--- src/rtl/circle_ring_sequencer.sv ---
// Circle-ring animation sequencer: walks one circle around the upper/lower rows of a
// seven-segment ring while time-multiplexing the digit anodes for a shared encoder.
module circle_ring_sequencer #(
  parameter int NUM_DIGITS = 4,
  parameter int STEP_DIV   = 25_000_000,
  parameter int SCAN_DIV   = 50_000,
  parameter bit led_logic  = 1'b1
) (
  input  logic                                  clk_i,
  input  logic                                  rst_i,
  input  logic                                  run_i,
  input  logic                                  dir_i,
  input  logic                                  clear_i,
  input  logic                                  blank_i,
  output logic                                  row_o,
  output logic                                  enable_o,
  output logic [NUM_DIGITS-1:0]                 anode_o,
  output logic [$clog2(2*NUM_DIGITS)-1:0]       pos_o,
  output logic                                  step_o
);

  localparam int POS_W  = $clog2(2*NUM_DIGITS);
  localparam int IDX_W  = $clog2(NUM_DIGITS);
  localparam int STEP_W = $clog2(STEP_DIV);
  localparam int SCAN_W = $clog2(SCAN_DIV);

  localparam logic [POS_W-1:0]  POS_LAST  = POS_W'(2*NUM_DIGITS-1);
  localparam logic [POS_W-1:0]  POS_UPPER = POS_W'(NUM_DIGITS);
  localparam logic [IDX_W-1:0]  IDX_LAST  = IDX_W'(NUM_DIGITS-1);
  localparam logic [STEP_W-1:0] STEP_LAST = STEP_W'(STEP_DIV-1);
  localparam logic [SCAN_W-1:0] SCAN_LAST = SCAN_W'(SCAN_DIV-1);

  logic [POS_W-1:0]      pos;
  logic [POS_W-1:0]      pos_next;
  logic [POS_W-1:0]      digit;
  logic [STEP_W-1:0]     step_cnt;
  logic [SCAN_W-1:0]     scan_cnt;
  logic [IDX_W-1:0]      scan_idx;
  logic [NUM_DIGITS-1:0] onehot;

  always_comb begin
    pos_next = pos;
    if (dir_i) begin
      pos_next = (pos == '0) ? POS_LAST : pos - 1'b1;
    end else begin
      pos_next = (pos == POS_LAST) ? '0 : pos + 1'b1;
    end
  end

  // Animation: clear wins over a coincident step; pausing freezes the partial count.
  always_ff @(posedge clk_i or posedge rst_i) begin
    if (rst_i) begin
      pos      <= '0;
      step_cnt <= '0;
      step_o   <= 1'b0;
    end else if (clear_i) begin
      pos      <= '0;
      step_cnt <= '0;
      step_o   <= 1'b0;
    end else if (run_i) begin
      if (step_cnt == STEP_LAST) begin
        step_cnt <= '0;
        pos      <= pos_next;
        step_o   <= 1'b1;
      end else begin
        step_cnt <= step_cnt + 1'b1;
        step_o   <= 1'b0;
      end
    end else begin
      step_o <= 1'b0;
    end
  end

  // Digit scan runs freely, untouched by run/clear/blank.
  always_ff @(posedge clk_i or posedge rst_i) begin
    if (rst_i) begin
      scan_cnt <= '0;
      scan_idx <= '0;
    end else if (scan_cnt == SCAN_LAST) begin
      scan_cnt <= '0;
      scan_idx <= (scan_idx == IDX_LAST) ? '0 : scan_idx + 1'b1;
    end else begin
      scan_cnt <= scan_cnt + 1'b1;
    end
  end

  // Lower-row positions run right to left, so digit = 2N-1-pos there.
  always_comb begin
    row_o    = (pos < POS_UPPER);
    digit    = row_o ? pos : POS_LAST - pos;
    enable_o = !blank_i && (digit == POS_W'(scan_idx));
    onehot   = {{(NUM_DIGITS-1){1'b0}}, 1'b1} << scan_idx;
    anode_o  = led_logic ? ~onehot : onehot;
    pos_o    = pos;
  end

endmodule

--- config.mk ---
export PLATFORM = sky130hd
export DESIGN_NAME = circle_ring_sequencer
export DESIGN_NICKNAME = d
export VERILOG_FILES = /design/src/rtl/circle_ring_sequencer.sv
export SDC_FILE = /design/constraint.sdc
export NUM_CORES = 1
export LEC_CHECK = 0
export ABC_AREA = 1
export BUFFER_PORTS_ARGS = -buffer_cell sky130_fd_sc_hd__clkbuf_2
export CAP_MARGIN = 30
export CORE_MARGIN = 2
export CORE_UTILIZATION = 40
export DETAILED_ROUTE_END_ITERATION = 10
export MAX_ROUTING_LAYER = met4
export SYNTH_ARGS = -nofsm -noshare
export SYNTH_HDL_FRONTEND = slang
export SYNTH_SLANG_ARGS = --single-unit
--- constraint.sdc ---
create_clock -name clk_i -period 2.4 [get_ports clk_i]
set_input_delay 0.72 -clock clk_i [delete_from_list [all_inputs] [get_ports clk_i]]
set_output_delay 0.72 -clock clk_i [all_outputs]
set_load 0.05 [all_outputs]
## Word level (Yosys, flattened, before mapping)

Cells that the tools add are included.

| storage, ports and cells | value |
|---|---|
| register bits | 47 |
| input bits | 6 |
| output and inout port bits | 10 |
| logic and storage cells | 40 |

| cells by class | value |
|---|---|
| $add $sub $neg | 6 |
| order comparisons | 1 |
| equality and inequality tests | 5 |
| shifts and indexed selects | 1 |
| multiplexer cells | 15 |
| bitwise operators | 1 |
| reductions and logical operators | 6 |

Operators by type and width:

| operator | number |
|---|---|
| 25-bit two-way mux | 3 |
| 25-bit by 1-bit adder with 25-bit output (second input constant) | 1 |
| 25-bit equality test (second input constant) | 1 |
| 3-bit two-way mux | 7 |
| 16-bit by 1-bit adder with 16-bit output (second input constant) | 1 |
| 16-bit equality test (second input constant) | 1 |
| 16-bit two-way mux | 1 |
| 4-bit inverter | 1 |
| 2-bit nonzero test | 2 |
| 1-bit by 2-bit << shifter with 4-bit output (first input constant) | 1 |
| 3-bit by 1-bit adder with 3-bit output (second input constant) | 1 |
| 3-bit by 2-bit equality test with 1-bit output | 1 |
| 3-bit equality test (second input constant) | 1 |
| 3-bit logical NOT | 1 |
| 3-bit less-than comparator (second input constant) | 1 |
| 1-bit two-way mux | 3 |
| 3-bit by 1-bit subtractor with 3-bit output (second input constant) | 1 |
| 3-bit subtractor (first input constant) | 1 |
| 2-bit by 1-bit adder with 2-bit output (second input constant) | 1 |
| 2-bit equality test (second input constant) | 1 |
| 2-bit two-way mux | 1 |
| 2-bit AND reduction | 1 |
| 1-bit logical AND | 1 |
| 1-bit logical NOT | 1 |

## Longest topological paths before layout

Gate-level depths: netlist of run 1.

| logic depth | value |
|---|---|
| depth after elaboration | 6 |
| gate-level depth with buffers | 11 |
| mapped depth without buffers | 11 |

## Worst setup path before layout of run 1

Ideal clock, no wire load.

| timing | value |
|---|---|
| kind | register to output |
| start | register pos[2], in the netlist pos_o[2] |
| end | output port enable_o |
| data arrival time | 2.203 ns |
| required time | 1.680 ns |
| path slack | -0.523 ns |
| stages on the path, launching flop included | 5 |
| path buffers | 1 |
| path through | dfrtp_1 -> buf_2 -> xnor2_1 -> xor2_1 -> nor3_1 |

| on the way | value |
|---|---|
| cells in the longest elaborated chain, start to end | 4 |
| elaborated cells between the ends (all ways) | 5 |
| those cells by class | 1 x add/sub; 1 x order compare; 1 x eq/ne; 1 x mux; 1 x reduce/logical |

Ends and longest elaborated chain:

| element | RTL line | RTL |
|---|---|---|
| from (decl) | 33 | `logic [POS_W-1:0] pos;` |
| from (signal assigned) | 63 | `pos <= pos_next;` |
| 3-bit subtractor or 3-bit less-than comparator (tied branches) | 90, 89 |  |
| 3-bit two-way mux (*) | 90 | `digit = row_o ? pos : POS_LAST - pos;` |
| 3-bit by 2-bit equality test with 1-bit output (*) | 91 | `enable_o = !blank_i && (digit == POS_W'(scan_idx));` |
| 1-bit logical AND (*) | 91 |  |
| to (decl) | 16 | `output logic enable_o,` |

Mark *: on every way between the ends. The rest lies on a longest branch, timed or not.

## Worst setup path in the final report of run 1

Ends and elaborated chain as after synthesis.

==> summary.txt, run 1 <==
STA
  – Clock Skews: roughly 0.012 ns
  – Max transition margin: between 60% and 70%
  – FMAX: 0.4421 GHz
  – Setup TNS: 0 ns
  – Final Slew Violations: 0
  – Final Hold Viols: 0
  – Minimum clock period: 2.262 ns
  – Unrepaired setup endpoints after global routing: no
  – Worst-margin pin slew: ~0.54 ns
  – Final Cycle Share: ~94%
  – Final setup vio count: 0

GRT
  – Maximum number of pins on one net before global-route repair: 28
  – Vias in the first global route: around 2.2k
  – Gr usage total: 16.80%
  – First-pass GRT wire length: between 10 and 15 mm
  – Initial antenna violation count: 0
  – Gr ovfl total: 0

Final layout
  – Antenna diodes: 0
  – Ratio of cells with drive above 1 in the final layout: around a tenth
  – Area growth from synthesis to layout: 9.520%
  – Most frequent cells in the layout: 87 x nand2_1, 76 x nor2_1, 64 x inv_1
  – Fin nets: roughly 430
  – Most common cell after layout, fill and taps aside: nand2_1

Power and ir drop
  – Cell Pwr Density: slightly below 500 nW/um2
  – LEAKAGE: 0.001567 uW
  – Final Total Pwr: 1535 uW
  – Peak supply drop: 0.1626 mV

Clock tree
  – Inserted Clock Buffers: 5
  – Root Driver: clkbuf_8
  – Htree depth: 2
  – CTS tree: done
  – Clock tree buffer depth: 2
  – Post-CTS setup buffer count: 0
  – Clk Latency, worst-skew pair: 0.31 ns
  – CTS sink cnt: 47
  – CTS clk-pin slew, worst paths: about 0.10 ns

Setup path
  – Critical Path RT: 1.68 ns
  – Critical Path AT: between 1.5 and 2 ns
  – Crit Path Max Fanout: 8
  – Crit path capture type: output port
  – CP Launch Type: flip-flop
  – R2r setup slk: approximately 0.71 ns
  – Crit Path Class: reg2out
  – Setup crit start: pos_o[2]$_DFFE_PP0P_
  – R2r startpoint: step_cnt[1]$_DFFE_PP0P_
  – Worst r2r path cells: 10
  – Crit Reg-Reg Endpoint: step_cnt[16]$_DFFE_PP0P_

Run status
  – Status: complete, no violations

Floorplan
  – I/O pins: 16
  – Starting Density: approximately two fifths
  – Chip width: ~90 um
  – Core footprint: approximately 6900 um2
  – Die ar.: slightly below 8000 um2
  – Die Span Y: about 89 um
  – Row count: 30

Detailed routing
  – Vias/cell: 4.571
  – Initial DRC count: 161
  – Post-Route WL: approximately 5.5 mm
  – Post-route DRC: 0
  – Avg WL per Cell: 10.88 um
  – First drt pass iteration count: 4
  – Post-route ant nets: 0
  – Vias: about 2.3k

Synthesis
  – Synthesized flop and latch total: 47
  – Post-synth ARST share: between 90% and 100%
  – Post-synth EDFFs: 0
  – Main flop type after synthesis: dfrtp_1
  – Mapped Cells: a little under 400
  – Synthesized area per cell: 7.309 um2
  – Ys Warns: 0
  – Library cells used by synthesis: 27
  – Post-synth net total: 408
  – Post-Syn Area: ~2900 um2
  – Sequential element share of the synthesized area: between 40% and 50%

Place
  – HPWL Detailed: around 4.3 mm
  – GPL Wtd Cong: slightly below 0.9
  – PortBufs: 15

Flow run
  – Max_cap viols: 0

Min path
  – HP Class: in2async
## per-layer routing
metal  routed length, um  track usage, %  share of wire [%]  up-vias
met1                2699           21.70                 49     1049
met2                2571           26.73                 47       35
li1                    -               -                  -     1232
met5                   0               -                  0        -
met3                 180           3.358                3.3        6
met4                  74           4.959                1.3        0
## registers in the layout, indices dropped and copies added, names as in the netlist
register  flops
pos_o         3
scan_cnt     16
scan_idx      2
step_cnt     25
step_o        1
## cells in the mapped netlist (2+ instances only)
cell type   n  area (um2)
a21oi_1     5       25.02
buf_2       2       10.01
buf_6       2       22.52
dfrtp_1    47        1176
ha_1       10       125.1
inv_1      65       244.0
nand2_1    87       326.6
nand2_2     5       31.28
nand3_1    24       120.1
nand4_1    10       62.56
nor2_1     76       285.3
nor2_2      3       18.77
nor2_4      3       33.78
nor3_1     12       60.06
o21ai_0     4       20.02
o31ai_1     2       15.01
xnor2_1     9       78.83
xor2_1     17       148.9
## how the worst max path moves through the flow
stage	slack (ns)	end	cells after the start
after CTS	0.07	enable_o	4
after detailed placement	0.40	enable_o	3
after global routing	0.02	enable_o	4
after global placement	0.41	enable_o	3
final	0.14	enable_o	4
after floorplan	0.07	enable_o	4
## cell type report
type | count | area, um2
Multi-Input combinational cell | 272 | 1403
Fill cell | 704 | 3731
Inverter | 68 | 257.7
Timing Repair Buffer | 17 | 92.59
Tap cell | 96 | 120.1
Sequential cell | 47 | 1176
Clock buffer | 5 | 68.82
Clock inverter | 3 | 20.02
## per-stage QoR
step | worst slack [ns] | cells | area (um2) | utilization [%] | hold slack (ns)
floorplan | 0.07239 | 392 | 2877 | - | 0.4329
global placement | 0.4126 | 500 | 3047 | 44.35 | 0.4514
detailed placement | 0.4044 | 500 | 3047 | 44.35 | 0.4540
CTS | 0.06773 | 508 | 3136 | 45.65 | 0.4444
global route | 0.01952 | 508 | 3138 | 45.68 | 0.4642
finish | 0.1382 | 508 | 3138 | 45.68 | 0.4279
## critical path, cell delays in order, from the launching register on
cell and delay, ns:
dfrtp_1 0.49, xnor2_1 0.17, xor2_1 0.18, nor3_4 0.16, clkbuf_4 0.24
## logic make-up after synthesis
logic type | Yosys count | synth area share, %
compound gates | 12 | 2.314
buf+inv | 73 | 10.39
flops | 47 | 41.05
fa+ha+maj | 10 | 4.367
simple gates | 224 | 33.93
xor+xnor | 26 | 7.948
## where the power goes
part	switching, uW	internal, uW	leakage [uW]
Combinational	160	68.0	0.000889
Clock	278	203	0.0000402
Sequential	21.7	804	0.000638
Total	460	1070	0.00157
## timing repair
action                                 CTS  global route
endpoints found under the hold margin    0             0
resized for setup                        0             2
hold buffers                             0             0
setup endpoints to repair                0             1
(Power assumes the default switching activity.)
==> run 2, diff against run 1 <==
Settings changed: MAX_ROUTING_LAYER met4 to default, SLEW_MARGIN from default to 20.
==> summary.txt, run 2 (same netlist as run 1, synthesis figures left out) <==
Run status
  – Status: complete, no violations (unchanged)

STA
  – Final Cycle Share: 94.24% (about the same)
  – Worst-margin pin slew: 0.5387 ns (about the same)
  – Setup TNS: 0 ns (unchanged)
  – Minimum clock period: 2.262 ns (about the same)
  – Final Slew Violations: 0 (unchanged)
  – Max transition margin: 64.04% (about the same)
  – Final Hold Viols: 0 (unchanged)
  – Final setup vio count: 0 (unchanged)
  – Unrepaired setup endpoints after global routing: no (unchanged)
  – FMAX: 0.4422 GHz (was 0.4421 GHz)
  – Clock Skews: 0.01186 ns (about the same)

Clock tree
  – Cts hold-fix bufs: 0 (unchanged)
  – Clock tree buffer depth: 2 (unchanged)
  – Clk Latency, worst-skew pair: 0.31 ns (about the same)
  – CTS clk-pin slew, worst paths: 0.10 ns (about the same)
  – Inserted Clock Buffers: 5 (unchanged)
  – Htree depth: 2 (unchanged)
  – CTS sink cnt: 47 (unchanged)
  – Root Driver: clkbuf_8 (unchanged)
  – CTS tree: done (unchanged)

Detailed routing
  – Vias: 2322 (unchanged)
  – First drt pass iteration count: 4 (unchanged)
  – Initial DRC count: 161 (unchanged)
  – Vias/cell: 4.571 (unchanged)
  – Post-Route WL: 5.524 mm (was 5.526 mm)
  – Post-route ant nets: 0 (unchanged)
  – Post-route DRC: 0 (unchanged)
  – Avg WL per Cell: 10.87 um (was 10.88 um)

Power and ir drop
  – Cell Pwr Density: 489.2 nW/um2 (about the same)
  – Peak supply drop: 0.1626 mV (about the same)
  – LEAKAGE: 0.001567 uW (unchanged)

Setup path
  – Worst path max stage delay: 0.49 ns (about the same)
  – Critical Path AT: 1.54 ns (about the same)
  – CP Launch Type: flip-flop (unchanged)
  – Crit Path Class: reg2out (unchanged)
  – R2r startpoint: step_cnt[1]$_DFFE_PP0P_ (unchanged)
  – Crit path capture type: output port (unchanged)
  – Setup crit start: pos_o[2]$_DFFE_PP0P_ (unchanged)
  – Critical Path RT: 1.68 ns (about the same)
  – Worst Path Buf+Inv: 1 (unchanged)
  – Worst path slowest cell: dfrtp_1 (unchanged)
  – Cell family with most CP delay: flip-flops (unchanged)
  – Crit Path Max Fanout: 8 (unchanged)
  – Crit path cell chain: xnor2_1 > xor2_1 > nor3_4 > clkbuf_4 (unchanged)

Floorplan
  – Core footprint: 6869 um2 (unchanged)
  – Die ar.: 7856 um2 (unchanged)
  – Chip width: 88.64 um (unchanged)
  – Row count: 30 (unchanged)
  – Starting Density: 41.71% (unchanged)
  – Die Span Y: 88.64 um (unchanged)
  – I/O pins: 16 (unchanged)

Min path
  – HP Class: in2async (unchanged)

Place
  – HPWL Detailed: 4.275 mm (unchanged)
  – GPL Wtd Cong: 0.8565 (was 0.8701)
  – PortBufs: 15 (unchanged)
  – Placed inst area: 3047 um2 (unchanged)

Final layout
  – Final core occ: 45.68% (unchanged)
  – Fin nets: 427 (unchanged)
  – Most flops, register: step_cnt (unchanged)
  – Area growth from synthesis to layout: 9.520% (unchanged)
  – Max reg flops: 25 (unchanged)
  – Most common cell after layout, fill and taps aside: nand2_1 (unchanged)
  – Ratio of cells with drive above 1 in the final layout: 10.19% (unchanged)
  – Fillers: 704 (unchanged)
  – Most frequent cells in the layout: 87 x nand2_1, 76 x nor2_1, 64 x inv_1 (unchanged)
  – Antenna diodes: 0 (unchanged)
  – Finished Cell Area: 3138 um2 (unchanged)

GRT
  – Gr ovfl total: 0 (unchanged)
  – Gr usage total: 16.29% (was 16.80%)
  – Maximum number of pins on one net before global-route repair: 28 (unchanged)
  – First-pass GRT wire length: 10.01 mm (about the same)
  – Vias in the first global route: 2215 (was 2216)
  – Initial antenna violation count: 0 (unchanged)

Flow run
  – Max_cap viols: 0 (unchanged)
run 2: cell counts in the layout (fill, tap and decap cells not counted):
Identical to the previous run, type by type.
run 2: metrics by stage:
| stage | hold WS, ns | total power [uW] | instances | worst slack (ns) |
|---|---|---|---|---|
| 4_1_cts | 0.4444 | 1558 | 508 | 0.06773 |
| 3_5_place_dp | 0.4540 | 1071 | 500 | 0.4044 |
| 6_report | 0.4280 | 1535 | 508 | 0.1383 |
| 5_1_grt | 0.4642 | 1616 | 508 | 0.01951 |
| 2_1_floorplan | 0.4329 | 1023 | 392 | 0.07239 |
| 3_3_place_gp | 0.4514 | 1070 | 500 | 0.4126 |
run 2: area by class of cell:
class,instances,area [um2],share of cell area (%)
Clock inverter,3,20.02,0.6380
Timing Repair Buffer,17,92.59,2.951
Multi-Input combinational cell,272,1403,44.70
Inverter,68,257.7,8.214
Tap cell,96,120.1,3.828
Clock buffer,5,68.82,2.193
Sequential cell,47,1176,37.48
run 2: what timing repair did:
action	4_1_cts	5_1_grt
setup buffers	0	0
endpoints found under the setup margin	0	1
resized for setup	0	2
run 2: report_power, final:
group          internal (uW)  total, uW  switching (uW)
Sequential               804        826            21.7
Clock                    203        481             278
Combinational           68.0        228             160
Total                   1070       1540             460
run 2: routing by layer:
layer / global-route usage, % / vias up / routed length (um) / part of all wire (%)
met1: 21.70 / 1049 / 2699 / 49
met2: 26.73 / 35 / 2571 / 47
met5: 0 / - / 0 / 0
met3: 3.358 / 6 / 178 / 3.2
li1: - / 1232 / - / -
met4: 4.959 / 0 / 74 / 1.3
run 2: worst paths after layout:
| check | to | slack, ns | depth (start not counted) |
|---|---|---|---|
| max | enable_o | 0.14 | 4 |
| min | scan_cnt[2]$_DFF_PP0_ | 0.43 | 2 |
| max reg2reg | step_cnt[16]$_DFFE_PP0P_ | 0.71 | 10 |
| min in group clk_i | scan_cnt[0]$_DFF_PP0_ | 0.47 | 1 |
| max in group asynchronous | step_cnt[7]$_DFFE_PP0P_ | 1.38 | 3 |
| min reg2reg | scan_cnt[0]$_DFF_PP0_ | 0.47 | 1 |
